**src/rtl/result_writeback.sv**
```systemverilog
// Result writeback: splits 64-bit lane results into low/high register writes behind valid/ready.
// Optional macro WB_SATURATE_EN: clamp each lane to 32-bit signed and issue a single write to dest_lo.
module result_writeback #(
    parameter int LANES  = 16,
    parameter int LANE_W = 32,
    parameter int ADDR_W = 5
) (
    input  logic                         clk,
    input  logic                         rst,
    input  logic                         in_valid,
    output logic                         in_ready,
    input  logic [2*LANES*LANE_W-1:0]    result,
    input  logic [ADDR_W-1:0]            dest_lo,
    input  logic [ADDR_W-1:0]            dest_hi,
    output logic                         rf_we,
    output logic [ADDR_W-1:0]            rf_waddr,
    output logic [LANES*LANE_W-1:0]      rf_wdata,
    input  logic                         rf_ready,
    output logic                         done,
    output logic [LANES-1:0]             sat_mask
);

    localparam int RES_W  = 2 * LANE_W;
    localparam int WORD_W = LANES * LANE_W;

    typedef enum logic [1:0] {
        IDLE  = 2'd0,
        WR_LO = 2'd1,
        WR_HI = 2'd2
    } state_t;

    state_t              state_r;
    logic                rf_we_r;
    logic [ADDR_W-1:0]   rf_waddr_r;
    logic [WORD_W-1:0]   rf_wdata_r;
    logic                done_r;
    logic [WORD_W-1:0]   first_word_s;
    logic                in_ready_s;

    // Gather the low (hi=0) or high (hi=1) 32-bit half of every lane into one register word.
    function automatic logic [WORD_W-1:0] pick_words(input logic [LANES*RES_W-1:0] r,
                                                     input logic hi);
        logic [WORD_W-1:0] w;
        w = {WORD_W{1'b0}};
        for (int j = 0; j < LANES; j++) begin
            if (hi) begin
                w[j*LANE_W +: LANE_W] = r[j*RES_W + LANE_W +: LANE_W];
            end else begin
                w[j*LANE_W +: LANE_W] = r[j*RES_W +: LANE_W];
            end
        end
        return w;
    endfunction

`ifdef WB_SATURATE_EN
    logic [LANES-1:0]    sat_mask_r;
    logic [LANES-1:0]    sat_flags_s;

    // Returns {clamped_flag, value}; a lane fits when its top LANE_W+1 bits are all sign copies.
    function automatic logic [LANE_W:0] clamp_lane(input logic [RES_W-1:0] v);
        if (v[RES_W-1:LANE_W-1] == {(LANE_W+1){v[RES_W-1]}}) begin
            return {1'b0, v[LANE_W-1:0]};
        end else if (v[RES_W-1]) begin
            return {1'b1, 1'b1, {(LANE_W-1){1'b0}}};
        end else begin
            return {1'b1, 1'b0, {(LANE_W-1){1'b1}}};
        end
    endfunction

    // Clamp every lane of the incoming result and collect the per-lane saturation flags.
    always_comb begin
        logic [LANE_W:0] c;
        first_word_s = {WORD_W{1'b0}};
        sat_flags_s  = {LANES{1'b0}};
        for (int j = 0; j < LANES; j++) begin
            c = clamp_lane(result[j*RES_W +: RES_W]);
            first_word_s[j*LANE_W +: LANE_W] = c[LANE_W-1:0];
            sat_flags_s[j]                   = c[LANE_W];
        end
    end

    // Saturation flags are captured with the operands and persist until the next accept.
    always_ff @(posedge clk) begin
        if (rst) begin
            sat_mask_r <= {LANES{1'b0}};
        end else if (in_valid && state_r == IDLE) begin
            sat_mask_r <= sat_flags_s;
        end else begin
            sat_mask_r <= sat_mask_r;
        end
    end

    assign sat_mask = sat_mask_r;
`else
    logic [WORD_W-1:0]   hi_words_r;
    logic [ADDR_W-1:0]   dest_hi_r;

    // Low words go out first; only the high half needs to be held for the second write.
    always_comb begin
        first_word_s = pick_words(result, 1'b0);
    end

    // Capture the second-write operands on accept so later in_valid traffic cannot disturb them.
    always_ff @(posedge clk) begin
        if (rst) begin
            hi_words_r <= {WORD_W{1'b0}};
            dest_hi_r  <= {ADDR_W{1'b0}};
        end else if (in_valid && state_r == IDLE) begin
            hi_words_r <= pick_words(result, 1'b1);
            dest_hi_r  <= dest_hi;
        end else begin
            hi_words_r <= hi_words_r;
            dest_hi_r  <= dest_hi_r;
        end
    end

    assign sat_mask = {LANES{1'b0}};
`endif

    // Ready is a pure decode so that a new result can be taken in the same cycle IDLE is reached.
    always_comb begin
        if (state_r == IDLE && !rst) begin
            in_ready_s = 1'b1;
        end else begin
            in_ready_s = 1'b0;
        end
    end

    // Sequencer: outputs are loaded one state ahead so each write appears with its state.
    always_ff @(posedge clk) begin
        if (rst) begin
            state_r    <= IDLE;
            rf_we_r    <= 1'b0;
            rf_waddr_r <= {ADDR_W{1'b0}};
            rf_wdata_r <= {WORD_W{1'b0}};
            done_r     <= 1'b0;
        end else begin
            done_r <= 1'b0;
            case (state_r)
                IDLE: begin
                    if (in_valid) begin
                        state_r    <= WR_LO;
                        rf_we_r    <= 1'b1;
                        rf_waddr_r <= dest_lo;
                        rf_wdata_r <= first_word_s;
                    end else begin
                        rf_we_r    <= 1'b0;
                        rf_wdata_r <= {WORD_W{1'b0}};
                    end
                end
                WR_LO: begin
                    if (rf_ready) begin
`ifdef WB_SATURATE_EN
                        state_r    <= IDLE;
                        rf_we_r    <= 1'b0;
                        rf_wdata_r <= {WORD_W{1'b0}};
                        done_r     <= 1'b1;
`else
                        state_r    <= WR_HI;
                        rf_waddr_r <= dest_hi_r;
                        rf_wdata_r <= hi_words_r;
`endif
                    end else begin
                        state_r <= WR_LO;
                    end
                end
                WR_HI: begin
                    if (rf_ready) begin
                        state_r    <= IDLE;
                        rf_we_r    <= 1'b0;
                        rf_wdata_r <= {WORD_W{1'b0}};
                        done_r     <= 1'b1;
                    end else begin
                        state_r <= WR_HI;
                    end
                end
                default: begin
                    state_r    <= IDLE;
                    rf_we_r    <= 1'b0;
                    rf_wdata_r <= {WORD_W{1'b0}};
                end
            endcase
        end
    end

    assign in_ready = in_ready_s;
    assign rf_we    = rf_we_r;
    assign rf_waddr = rf_waddr_r;
    assign rf_wdata = rf_wdata_r;
    assign done     = done_r;

endmodule

```
**config.mk**
```make
export PLATFORM = sky130hd
export DESIGN_NAME = result_writeback
export DESIGN_NICKNAME = d
export VERILOG_FILES = /design/src/rtl/result_writeback.sv
export SDC_FILE = /design/constraint.sdc
export NUM_CORES = 2
export LEC_CHECK = 0
export ABC_AREA = 1
export BUFFER_PORTS_ARGS = -buffer_cell sky130_fd_sc_hd__buf_2
export CAP_MARGIN = 5
export CORE_AREA = 8 8 603 605
export DETAILED_ROUTE_END_ITERATION = 6
export DIE_AREA = 0 0 611 613
export PLACE_DENSITY = 0.39
export SYNTH_ARGS = -nofsm -noshare
export SYNTH_HDL_FRONTEND = slang
export SYNTH_SLANG_ARGS = --single-unit
```
**constraint.sdc**
```tcl
create_clock -name clk -period 1.3 [get_ports clk]
set_input_delay 0.195 -clock clk [delete_from_list [all_inputs] [get_ports clk]]
set_output_delay 0.195 -clock clk [all_outputs]
set_load 0.01 [all_outputs]
```
==> flow_summary.ini <==
[outcome]
status = finished, violations left
violations = setup timing

[run]
cap_violations = 0

[placement]
pre_cts_ws_ns = -0.706
post_dp_cell_area_um2 = 62600
dp_hpwl_um = 248000
gp_congestion = 0.885
port_buffers = 1557

[synthesis]
netlist_top_cells_count = nand2_1, nor2_1, dfxtp_1
synth_cells = 7275
muxShareOfSynthArea = 0
ys_async_sr_fraction = 0
synth_top_family_by_area = simple AND/OR/NAND/NOR gates
synth-edff-count = 0
yosys.cell_types.count = 24
synth_xor_area_frac = 0
ys.flop_type = dfxtp_1
yosys-top-cells-area = dfxtp_1, nand2_1, nor2_1
synth-seq-area-share = 0.448
yosysMostFrequentCell = nand2_1
syn_avg_cell_area_um2 = 6.37
synth_compound_area_frac = 0.0642
yosys.area.top_type = dfxtp_1
ys_ff_latch = 1038
syn_area_um2 = 46400
yosys_warnings = 0
synthAdderAreaFrac = 0
synth_simple_gate_area_frac = 0.386
synth.top_cell.area_share = 0.448

[sta]
slew_violations = 0
slew_headroom = 0.594
min_period_ns = 1.88
worst_pin_slew_ns = 0.609
whs_ns = 0.0517
finClkSkew_ns = 0.0452
rsz0062_at_grt = true
hold_viol_final = 0
period_share = 1.44
setup_viol = 1557
timing.final.ws_setup_ns = -0.577
clock.fmax_mhz = 533

[pwr]
combPwrFrac = 0.249
clkPwrFrac = 0.395
vdd_drop_max_mv = 1.01
p_leak_nw = 39.2
powerDensity_nw_per_um2 = 1240
p_sw_frac = 0.320
pwr-share-seq = 0.356
switchingPower_w = 0.0329
power_w = 0.103
p_int_w = 0.0701

[route]
drcViolationCount = 0
wl_um = 332000
dr.pass1.iters = 6
routed_via_density = 3.79
via_count = 57000
wl_per_cell_um = 22.0
first_iter_violations = 3807
final_antenna_net_count = 0

[die]
rows = 219
core_um2 = 354000
initial_utilization = 0.131
ioPinCount = 1574
die_h_um = 613
fp.dieW_um = 611
dieArea_um2 = 375000

[worst_setup_path]
startpoint_type = register
cp_max_fo = 36
cp.required_ns = 2.00
cp_data_arrival_time_ns = 2.58
crit_slowest_cell = dfxtp_4
max_stage_delay_ns = 0.36
critical_path.top_delay_family = simple AND/OR/NAND/NOR gates
crit_type = reg -> reg
cp_cell_sequence = nor2_8 -> buf_12 -> buf_4 -> buf_12 -> nand3_1 -> nand2_1 -> nor2_1 -> nor2_1
critical_path_buf_inv_count = 3
r2r_setup_slack_ns = -0.58
end_kind = register

[global_route]
track_usage = 0.166
grt_overflow_total = 0
grt_use_met1 = 0.198
busiest_layer = met2
use_met3 = 0.0276
grt_pass1_vias = 56700
grt_max_degree = 66
grt_util_met2 = 0.297
grt_pass1_wl_um = 447000
antenna_found_initial = 55

[cells_and_area]
fillers = 39800
finalInstanceArea_um2 = 83100
drive_gt1_frac = 0.260
fin_nets = 11200
syn_to_final_growth_pct = 79.2
final_util = 0.235

[clock_network]
clk_pin_slew_worst_paths_ns = 0.06
clock-root-buffer = clkbuf_16
cts_tree = yes
clock_sinks = 1038
clock_latency_ns = 0.83
htreeDepth = 4
clk_path_buf_depth = 4
cts_made_buffers = 145

[min_path]
hp-class = in -> reg
==> layout by cell type, fill, tap and decap left out, types with 19 or more instances in the layout <==
cell type	n
inv_1	517
nand2_4	21
o21ai_2	32
clkbuf_8	30
clkbuf_16	163
buf_8	39
dlygate4sd3_1	1033
a21oi_1	69
buf_12	137
buf_4	328
nor2_4	19
buf_16	81
nand2_1	2032
o21ai_0	389
buf_6	62
nor2_2	46
dfxtp_4	20
clkbuf_1	31
buf_2	1533
o21ai_1	95
dfxtp_1	1016
nor2_1	1871
nand2_2	70
diode_2	44
nand3_1	502
==> registers in the layout (all words and copies together), names as in the netlist <==
name and count:
dest_hi_r 5, done 1, rf_we 1, rf_wdata 512, rf_waddr 5, hi_words_r 512
state_r 2
==> area by class of cell <==
type                            count  area, um2  share of cell area
Timing Repair Buffer             3242      27600               0.332
Timing Repair inverter              2       31.3            0.000377
Inverter                          523       2000              0.0240
Multi-Input combinational cell   5193      21900               0.263
Tap cell                         4751       5940              0.0716
Antenna cell                       44        110             0.00133
Clock buffer                      210       4260              0.0513
Clock inverter                     36        448             0.00539
Sequential cell                  1038      20900               0.251
==> power groups by stage <==
stage	logic, W	clock network, W	registers, W
after floorplan	0.00860	0	0.0372
after global placement	0.0196	0	0.0374
after detailed placement	0.0195	0	0.0374
after CTS	0.0254	0.0421	0.0367
after global routing	0.0278	0.0432	0.0370
final	0.0256	0.0407	0.0367
==> worst paths after layout <==
| kind | to | cells past startpoint | startpoint |
|---|---|---|---|
| worst max-delay path | rf_wdata[415] | 8 | state_r[1] |
| worst min-delay path | rf_wdata[103] | 7 | result[199] |
| worst max register to register | rf_wdata[415] | 8 | state_r[1] |
| worst min register to register | dest_hi_r[2] | 2 | dest_hi_r[2] |
==> cell families (layout without fill, tap and decap cells) <==
logic type	count (synthesis)	after routing
flops	1038	1038
other cells	1	60
buf+inv	1059	4013
compound gates	594	594
simple gates	4583	4583
==> routing by layer <==
layer / part of all wire / up-vias
met5: 0.00030 / -
met4: 0.039 / 16
met3: 0.048 / 479
met2: 0.50 / 1879
met1: 0.41 / 26700
li1: - / 28000
==> metrics by stage <==
step	TNS (ns)	instances
final	-570.90	15000
after global routing	-722.85	15000
after CTS	-708.56	15000
after detailed placement	-518.62	13500
after global placement	-508.88	13500
after floorplan	0	7290
==> what timing repair did <==
item                        CTS  global route
pin swaps                    18            94
hold endpoints to repair   1035             0
setup buffers                97            15
hold buffers               1034             0
setup endpoints to repair  1558          1557
gates cloned                 65            14
resized for setup           523           221
==> worst min-delay path, stage by stage <==
cell	delay (ns)
buf_2	0.10
nand2_1	0.10
inv_1	0.05
nand2_1	0.16
nand2_1	0.09
nand2_1	0.06
a21oi_1	0.05
(Power assumes the default switching activity.)
